**config.mk**
```make
export PLATFORM = sky130hd
export DESIGN_NAME = subneg_mem_arbiter_flat
export DESIGN_NICKNAME = d
export VERILOG_FILES = /design/src/rtl/subneg_mem_arbiter_if.sv /design/src/rtl/subneg_mem_arbiter.sv /design/src/flat_wrapper.sv
export SDC_FILE = /design/constraint.sdc
export NUM_CORES = 1
export LEC_CHECK = 0
export ABC_AREA = 1
export CORE_MARGIN = 2
export CORE_UTILIZATION = 62
export CTS_CLUSTER_DIAMETER = 40
export DETAILED_ROUTE_END_ITERATION = 10
export DONT_BUFFER_PORTS = 1
export PLACE_DENSITY = 0.78
export REMOVE_ABC_BUFFERS = 1
export SLEW_MARGIN = 10
export SYNTH_ARGS = -nofsm -noshare
export SYNTH_HDL_FRONTEND = slang
export SYNTH_SLANG_ARGS = --single-unit
export TNS_END_PERCENT = 10
```
**constraint.sdc**
```tcl
create_clock -name clk -period 1.8 [get_ports clk]
set_input_delay 0.27 -clock clk [delete_from_list [all_inputs] [get_ports clk]]
set_output_delay 0.27 -clock clk [all_outputs]
set_load 0.05 [all_outputs]
```
**src/rtl/subneg_mem_arbiter_if.sv**
```systemverilog
// rtl/subneg_mem_arbiter_if.sv - requester handshake bundle (req/we/addr/wdata in, rdata/ack out)
interface subneg_mem_arbiter_if #(
  parameter int DW = 8
);
  logic          req;
  logic          we;
  logic [DW-1:0] addr;
  logic [DW-1:0] wdata;
  logic [DW-1:0] rdata;
  logic          ack;

  // Requester side: raises req with command, waits for ack
  modport master (output req, we, addr, wdata, input rdata, ack);
  // Arbiter side
  modport slave  (input req, we, addr, wdata, output rdata, ack);
endinterface

```
**src/rtl/subneg_mem_arbiter.sv**
```systemverilog
// rtl/subneg_mem_arbiter.sv - shares the latched SRAM bus between the SUBNEG core and the loader
module subneg_mem_arbiter #(
  parameter int          DW         = 8,
  parameter int unsigned OUT_ADDR   = 255,
  parameter bit          OUT_ENABLE = 1'b1
) (
  input  logic                clk,
  input  logic                rst_n,
  input  logic                en,
  subneg_mem_arbiter_if.slave cpu,
  subneg_mem_arbiter_if.slave ldr,
  input  logic [DW-1:0]       bus_in,
  output logic [DW-1:0]       bus_out,
  output logic                bus_oe,
  output logic                mem_latch_clk,
  output logic                mem_oe_n,
  output logic                mem_we_n,
  output logic                out_latch_clk,
  output logic                busy,
  output logic                grant_ldr
);

  typedef enum logic [3:0] {
    IDLE,
    ADDR,
    LATCH,
    RD_OE,
    RD_SAMPLE,
    WR_DATA,
    WR_STROBE,
    WR_HOLD,
    DONE
  } state_t;

  localparam logic [DW-1:0] OUT_A = DW'(OUT_ADDR);

  state_t        state;
  logic          we_q;
  logic [DW-1:0] addr_q;
  logic [DW-1:0] wdata_q;
  logic          pick_ldr;
  logic          is_out;

  // Loader wins when it is the only requester, or on a tie when the cpu was granted last
  assign pick_ldr = ldr.req && (!cpu.req || !grant_ldr);
  // Writes to the output latch address strobe the latch instead of the SRAM
  assign is_out   = OUT_ENABLE && (addr_q == OUT_A);

  // Sequencer: every output is set on the edge entering the state it belongs to
  always_ff @(posedge clk or negedge rst_n) begin
    if (!rst_n) begin
      state         <= IDLE;
      we_q          <= 1'b0;
      addr_q        <= '0;
      wdata_q       <= '0;
      bus_out       <= '0;
      bus_oe        <= 1'b1;
      mem_latch_clk <= 1'b0;
      mem_oe_n      <= 1'b1;
      mem_we_n      <= 1'b1;
      out_latch_clk <= 1'b0;
      busy          <= 1'b0;
      grant_ldr     <= 1'b1;
      cpu.ack       <= 1'b0;
      ldr.ack       <= 1'b0;
      cpu.rdata     <= '0;
      ldr.rdata     <= '0;
    end else begin
      cpu.ack <= 1'b0;
      ldr.ack <= 1'b0;
      case (state)
        IDLE: begin
          bus_oe        <= en;
          mem_latch_clk <= 1'b0;
          mem_oe_n      <= 1'b1;
          mem_we_n      <= 1'b1;
          out_latch_clk <= 1'b0;
          if (en && (cpu.req || ldr.req)) begin
            grant_ldr <= pick_ldr;
            we_q      <= pick_ldr ? ldr.we    : cpu.we;
            addr_q    <= pick_ldr ? ldr.addr  : cpu.addr;
            wdata_q   <= pick_ldr ? ldr.wdata : cpu.wdata;
            bus_out   <= pick_ldr ? ldr.addr  : cpu.addr;
            bus_oe    <= 1'b1;
            busy      <= 1'b1;
            state     <= ADDR;
          end
        end
        ADDR: begin
          mem_latch_clk <= 1'b1;
          state         <= LATCH;
        end
        LATCH: begin
          mem_latch_clk <= 1'b0;
          if (!we_q) begin
            bus_oe   <= 1'b0;
            mem_oe_n <= 1'b0;
            state    <= RD_OE;
          end else begin
            bus_out <= wdata_q;
            state   <= WR_DATA;
          end
        end
        RD_OE: begin
          state <= RD_SAMPLE;
        end
        RD_SAMPLE: begin
          mem_oe_n <= 1'b1;
          if (grant_ldr) begin
            ldr.rdata <= bus_in;
            ldr.ack   <= 1'b1;
          end else begin
            cpu.rdata <= bus_in;
            cpu.ack   <= 1'b1;
          end
          state <= DONE;
        end
        WR_DATA: begin
          if (is_out) out_latch_clk <= 1'b1;
          else        mem_we_n      <= 1'b0;
          state <= WR_STROBE;
        end
        WR_STROBE: begin
          mem_we_n      <= 1'b1;
          out_latch_clk <= 1'b0;
          state         <= WR_HOLD;
        end
        WR_HOLD: begin
          if (grant_ldr) ldr.ack <= 1'b1;
          else           cpu.ack <= 1'b1;
          state <= DONE;
        end
        DONE: begin
          busy   <= 1'b0;
          bus_oe <= en;
          state  <= IDLE;
        end
        default: begin
          state <= IDLE;
        end
      endcase
    end
  end

endmodule

```
**src/flat_wrapper.sv**
```systemverilog
// flat-port wrapper written by rule: the top's interface ports become plain ports
module subneg_mem_arbiter_flat 
#(
  parameter int          DW         = 8,
  parameter int unsigned OUT_ADDR   = 255,
  parameter bit          OUT_ENABLE = 1'b1
)
  (clk, rst_n, en, bus_in, bus_out, bus_oe, mem_latch_clk, mem_oe_n, mem_we_n, out_latch_clk, busy, grant_ldr, cpu_req, cpu_we, cpu_addr, cpu_wdata, cpu_rdata, cpu_ack, ldr_req, ldr_we, ldr_addr, ldr_wdata, ldr_rdata, ldr_ack);
  subneg_mem_arbiter_if #(.DW(DW)) cpu_i ();
  subneg_mem_arbiter_if #(.DW(DW)) ldr_i ();
  input  logic clk;
  input  logic rst_n;
  input  logic en;
  input  logic [DW-1:0] bus_in;
  output logic [DW-1:0] bus_out;
  output logic bus_oe;
  output logic mem_latch_clk;
  output logic mem_oe_n;
  output logic mem_we_n;
  output logic out_latch_clk;
  output logic busy;
  output logic grant_ldr;
  input wire logic [$bits(cpu_i.req)-1:0] cpu_req;
  input wire logic [$bits(cpu_i.we)-1:0] cpu_we;
  input wire logic [$bits(cpu_i.addr)-1:0] cpu_addr;
  input wire logic [$bits(cpu_i.wdata)-1:0] cpu_wdata;
  output wire logic [$bits(cpu_i.rdata)-1:0] cpu_rdata;
  output wire logic [$bits(cpu_i.ack)-1:0] cpu_ack;
  input wire logic [$bits(ldr_i.req)-1:0] ldr_req;
  input wire logic [$bits(ldr_i.we)-1:0] ldr_we;
  input wire logic [$bits(ldr_i.addr)-1:0] ldr_addr;
  input wire logic [$bits(ldr_i.wdata)-1:0] ldr_wdata;
  output wire logic [$bits(ldr_i.rdata)-1:0] ldr_rdata;
  output wire logic [$bits(ldr_i.ack)-1:0] ldr_ack;
  assign cpu_i.req = cpu_req;
  assign cpu_i.we = cpu_we;
  assign cpu_i.addr = cpu_addr;
  assign cpu_i.wdata = cpu_wdata;
  assign cpu_rdata = cpu_i.rdata;
  assign cpu_ack = cpu_i.ack;
  assign ldr_i.req = ldr_req;
  assign ldr_i.we = ldr_we;
  assign ldr_i.addr = ldr_addr;
  assign ldr_i.wdata = ldr_wdata;
  assign ldr_rdata = ldr_i.rdata;
  assign ldr_ack = ldr_i.ack;
  subneg_mem_arbiter #(.DW(DW), .OUT_ADDR(OUT_ADDR), .OUT_ENABLE(OUT_ENABLE)) u_core (.clk(clk), .rst_n(rst_n), .en(en), .cpu(cpu_i), .ldr(ldr_i), .bus_in(bus_in), .bus_out(bus_out), .bus_oe(bus_oe), .mem_latch_clk(mem_latch_clk), .mem_oe_n(mem_oe_n), .mem_we_n(mem_we_n), .out_latch_clk(out_latch_clk), .busy(busy), .grant_ldr(grant_ldr));
endmodule
```
======== Yosys cells after proc, flatten, opt, wreduce, memory -nomap -nowiden ========
Cells that the tools add are included.
word-level totals
  bits of input ports ..................... 47
  word-level logic and storage cells ...... 81
  output and inout port bits .............. 33
  bits in registers ....................... 54
operators by class
  bitwise logic cells ..................... 1
  reductions and logical operators ........ 26
  muxes and demuxes ....................... 24
  eq/ne operators ......................... 14
operators by type and width
  cell                count
  $mux 8              4
  $pmux 4 s7          1
  $eq 4x3->1 const B  4
  $pmux 8 s2          1
  $reduce_and 2->1    8
  $mux 1              10
  $pmux 1 s2          5
  $reduce_bool 2->1   5
  $eq 4x2->1 const B  2
  $eq 8x8->1 const B  1
  $reduce_or 2->1     4
  $ne 2x1->1 const B  3
  $eq 4x1->1 const B  1
  $eq 4x4->1 const B  1
  $logic_not 4->1     1
  $mux 4              1
  $ne 2x2->1 const B  2
  $mux 3              1
  $pmux 1 s3          1
  $reduce_and 3->1    1
  $reduce_bool 3->1   1
  $logic_and 1x1->1   2
  $logic_not 1->1     2
  $logic_or 1x1->1    2
  $not 1->1           1

======== Logic depth before layout (Yosys ltp) ========
  depth after elaboration ................. 6
  depth in mapped cells ................... 7
  mapped depth without buffers ............ 7

======== Worst setup path after synthesis ========
Ideal clock, no wire load.
  path kind ............................... reg2reg
  from .................................... register u_core.grant_ldr
  to ...................................... register u_core.we_q
  data required time ...................... 1.717 ns
  library setup time ...................... 0.083 ns
  arrival ................................. 1.373 ns
  buffers on the path ..................... 1
  period minus slack after synthesis ...... 1.456 ns
  stages on the path, launching flop included .. 8
  slack ................................... 0.344 ns
  path through ............................ dfstp_2 > nand2_2 > nand2_2 > buf_4 > nand2_1 > nand2_1 > nand2_1 > o21ai_0
on the way
  word-level cells in the longest chain between the ends .. 4
ends and longest elaborated chain
  item                      line                      source
  start: declaration        subneg_mem_arbiter.sv:20  output logic grant_ldr
  start signal: assignment  subneg_mem_arbiter.sv:79  grant_ldr <= pick_ldr;
  $logic_not 1->1           subneg_mem_arbiter.sv:45  assign pick_ldr = ldr.req && (!cpu.req || !grant_ldr);
  $logic_or 1x1->1          subneg_mem_arbiter.sv:45
  $logic_and 1x1->1         subneg_mem_arbiter.sv:45
  $mux 1                    subneg_mem_arbiter.sv:80  we_q <= pick_ldr ? ldr.we : cpu.we;
  end signal: assignment    subneg_mem_arbiter.sv:80
  end: declaration          subneg_mem_arbiter.sv:38  logic we_q;
No other way between the ends.
A chain may end at the register's enable or synchronous reset.

======== Final worst setup path ========
  from .................................... register u_core.state[0]
  to ...................................... register u_core.bus_out[1]
on the way
  word-level cells in the longest chain between the ends .. 3
  elaborated cells between the ends (all ways) .. 7
  those cells by class .................... eq/ne (3); mux (1); reduce/logical (3)
ends and longest elaborated chain
  item                                                              line                       source
  start: declaration                                                subneg_mem_arbiter.sv:37   state_t state;
  start signal: assignment                                          subneg_mem_arbiter.sv:52   state <= IDLE;
  start signal: assignment                                          subneg_mem_arbiter.sv:86   state <= ADDR;
  start signal: assignment                                          subneg_mem_arbiter.sv:91   state <= LATCH;
  $eq 4x2->1 / $logic_not 4->1 (equally long branches)              subneg_mem_arbiter.sv:71   case (state)
  $ne 2x1->1 (no line) / $reduce_bool 2->1 (equally long branches)  n/a
  $reduce_and 3->1 (no line)                                        n/a
  end signal: assignment                                            subneg_mem_arbiter.sv:83   bus_out <= pick_ldr ? ldr.addr : cpu.addr;
  end signal: assignment                                            subneg_mem_arbiter.sv:100  bus_out <= wdata_q;
  end: declaration                                                  subneg_mem_arbiter.sv:13   output logic [DW-1:0] bus_out,
Several ways; a longest one is shown, not always the timed one.

==> impl_metrics.tcl <==
set metrics [dict create \
    fmax_mhz 613 \
    cts_resized 0 \
    worstPathArrival_ps 1840 \
    slew_viol_final 0 \
    tns_ps 0 \
    drt-met1-wl_mm 2.42 \
    io_buffers 0 \
    skew_ps 6.69 \
    p_comb_frac 0.269 \
    grt_antenna_before_repair 0 \
    startpoint "u_core.state[0]" \
    r2r_setup_slack_ps 170 \
    pwr-share-clk 0.143 \
    dp_hpwl_mm 4.20 \
    grt_pass1_vias 2027 \
    min_path_cells 2 \
    cts.clk_slew.worst_paths_ps 90 \
    total_leakage_power_nw 1.54 \
    final_hold_viol_count 0 \
    r2r_end "u_core.bus_out[1]" \
    end_kind "flip-flop" \
    synth-edff-count 0 \
    maxSlewHeadroom 0.649 \
    cpPeakStageDelay_ps 480 \
    synthTopCellsByCount "nand2_1, dfrtp_1, nand3_1, inv_1, o21ai_0" \
    period_share 0.906 \
    highest_layer "met4" \
    yosys.cell_count.top_type "nand2_1" \
    synth_top_area_frac 0.485 \
    peakVddDrop_mv 0.817 \
    grt_max_degree 55 \
    cts-root-buf "clkbuf_8" \
    io_pins 80 \
    fillers 343 \
    critPathKind "reg -> reg" \
    p_switching_w 0.00295 \
    drtIter0Drc 198 \
    grt-ovfl-total 0 \
    wl_met3_um 389 \
    vias 2146 \
    wl_met2_mm 2.90 \
    fp.dieW_um 68.5 \
    cap_violations 0 \
    p_per_area_nw_per_um2 2060 \
    ys_async_sr_fraction 1.00 \
    dieArea_um2 4700 \
    cts_max_level 2 \
    drc 0 \
    syn_inst 333 \
    drive_gt1_frac 0.0861 \
    area_delta_synth_final_pct 6.54 \
    fin_ws_ps 169 \
    ys_seq_area_frac 0.525 \
    rsz0062_at_grt "false" \
    period_minus_slack_ps 1630 \
    synth_area_um2 2580 \
    synth_area_leader_cell "dfrtp_1" \
    slowest_stage "dfrtp_1" \
    cts.sinks 54 \
    grt_use_total 0.278 \
    coreArea_um2 4000 \
    path_cells "nor2_1 -> nand2_1 -> nand3_1 -> nand2_1 -> nand2_1 -> nand2_1" \
    ys_ff_latch 54 \
    rows 23 \
    cts_tree "yes" \
    power.total_w 0.00567 \
    critPathMaxFanout 10 \
    crit_path_start_kind "flip-flop" \
    fin_nets 383 \
    totalWireLength_mm 5.91 \
    clk_latency_ps 310 \
    placedCellCount 377 \
    initial_core_util 0.645 \
    yosysWarnings 0 \
    ys_types 19 \
    finalSetupViolCount 0 \
    routedWlPerCell_um 15.3 \
    die_h_um 68.5 \
    place_congestion 0.827 \
    ant_nets 0 \
    avgSynthCellArea_um2 7.75 \
    ys.flop_type "dfrtp_1" \
    dp_slack_ps 203 \
    tightest_slew_ps 527 \
    vias_per_cell 5.55 \
    finish.utilization 0.688 \
    hold_class "in -> reg" \
    p_int_w 0.00272 \
    required_ps 2010 \
    drt_pass1_iterations 4 \
    cts_buffer_depth 2 \
    p_seq_frac 0.588 \
    grt_pass1_wl_mm 9.45 \
    crit_top_cell "nand2_1" \
    diodes 0 \
    fin_cells 387 \
    swShare 0.521 \
    reg2reg_from "u_core.state[0]" \
    status "complete, no violations" \
    r2r_cells 6 \
    cts_buffers 5 \
    synth_area_leaders "dfrtp_1, nand2_1, nand3_1" \
    worstSetupEndpoint "u_core.bus_out[1]" \
]
-- per-layer routing --
metal / track usage / up-vias
met4: 0.120 / 0
met3: 0.0731 / 19
met2: 0.463 / 85
met5: 0 / -
met1: 0.339 / 994
li1: - / 1048
-- flip-flops by register name, indices dropped and copies added (netlist names) --
signal / flops
u_core.wdata_q: 8
u_core.grant_ldr: 1
u_core.state: 4
u_core.ldr.ack: 1
u_core.cpu.ack: 1
u_core.bus_out: 8
u_core.mem_latch_clk: 1
u_core.bus_oe: 1
u_core.mem_oe_n: 1
u_core.mem_we_n: 1
u_core.we_q: 1
u_core.out_latch_clk: 1
u_core.addr_q: 8
u_core.ldr.rdata: 8
u_core.busy: 1
u_core.cpu.rdata: 8
-- area by class of cell --
class                      instances  area, um^2  share of cell area
clock buffer                       6        72.6              0.0264
clock inverter                     2        38.8              0.0141
inverter                          39         146              0.0532
multi-input combinational        229         998               0.363
sequential                        54        1360               0.493
tap                               50        62.6              0.0227
timing repair buffer               7        75.1              0.0273
-- power groups by stage --
stage / registers [W] / clock network [W] / logic, W
CTS: 0.00334 / 0.000821 / 0.00153
global placement: 0.00335 / 0 / 0.00143
finish: 0.00333 / 0.000811 / 0.00153
floorplan: 0.00328 / 0 / 0.00109
detailed placement: 0.00336 / 0 / 0.00149
global route: 0.00341 / 0.000875 / 0.00177
-- metrics by stage --
stage          instance area [um^2]  hold slack [ps]
2_1_floorplan                  2500            -25.6
3_3_place_gp                   2600            -23.8
3_5_place_dp                   2600            -24.0
4_1_cts                        2750              103
5_1_grt                        2750             96.1
6_report                       2750             96.7
-- worst min path at each step --
stage | startpoint | slack, ps | to
6_report | en | 100 | u_core.bus_oe
5_1_grt | en | 100 | u_core.bus_oe
4_1_cts | en | 100 | u_core.bus_oe
3_5_place_dp | rst_n | -20 | u_core.out_latch_clk
3_3_place_gp | rst_n | -20 | u_core.state[0]
2_1_floorplan | rst_n | -30 | u_core.addr_q[0]
-- logic make-up (layout without fill, tap and decap cells) --
kind of cell,Yosys count,in the layout,synth area share
compound gates,26,26,0.0519
buf+inv,50,54,0.0877
flops,54,54,0.525
simple gates,203,203,0.335
-- layout by cell type (no fill, tap or decap) --
cell type and n:
clkinv_4 1, buf_4 5, clkbuf_8 5, nand3_1 48, inv_2 1, clkbuf_1 1, dfrtp_1 50, a21oi_1 1
o211ai_1 1, dlygate4sd3_1 1, bufinv_16 1, nor2_2 2, inv_1 38, nand2_1 133, buf_16 1, a31oi_1 1
o21ai_0 21, nor2_1 11, dfstp_2 4, nand2_2 6, o21ai_1 2, nor2_4 3
-- critical path: cells and delay by family (launching register included) --
kind | cells | cell delay (ps)
AND/OR/NAND/NOR | 6 | 1060
flip-flops | 1 | 480
-- what timing repair did --
action | CTS | global route
hold buffers | 2 | 0
endpoints found under the hold margin | 54 | 0
setup buffers | 0 | 0
No activity file was read; power rests on OpenSTA's default activity.
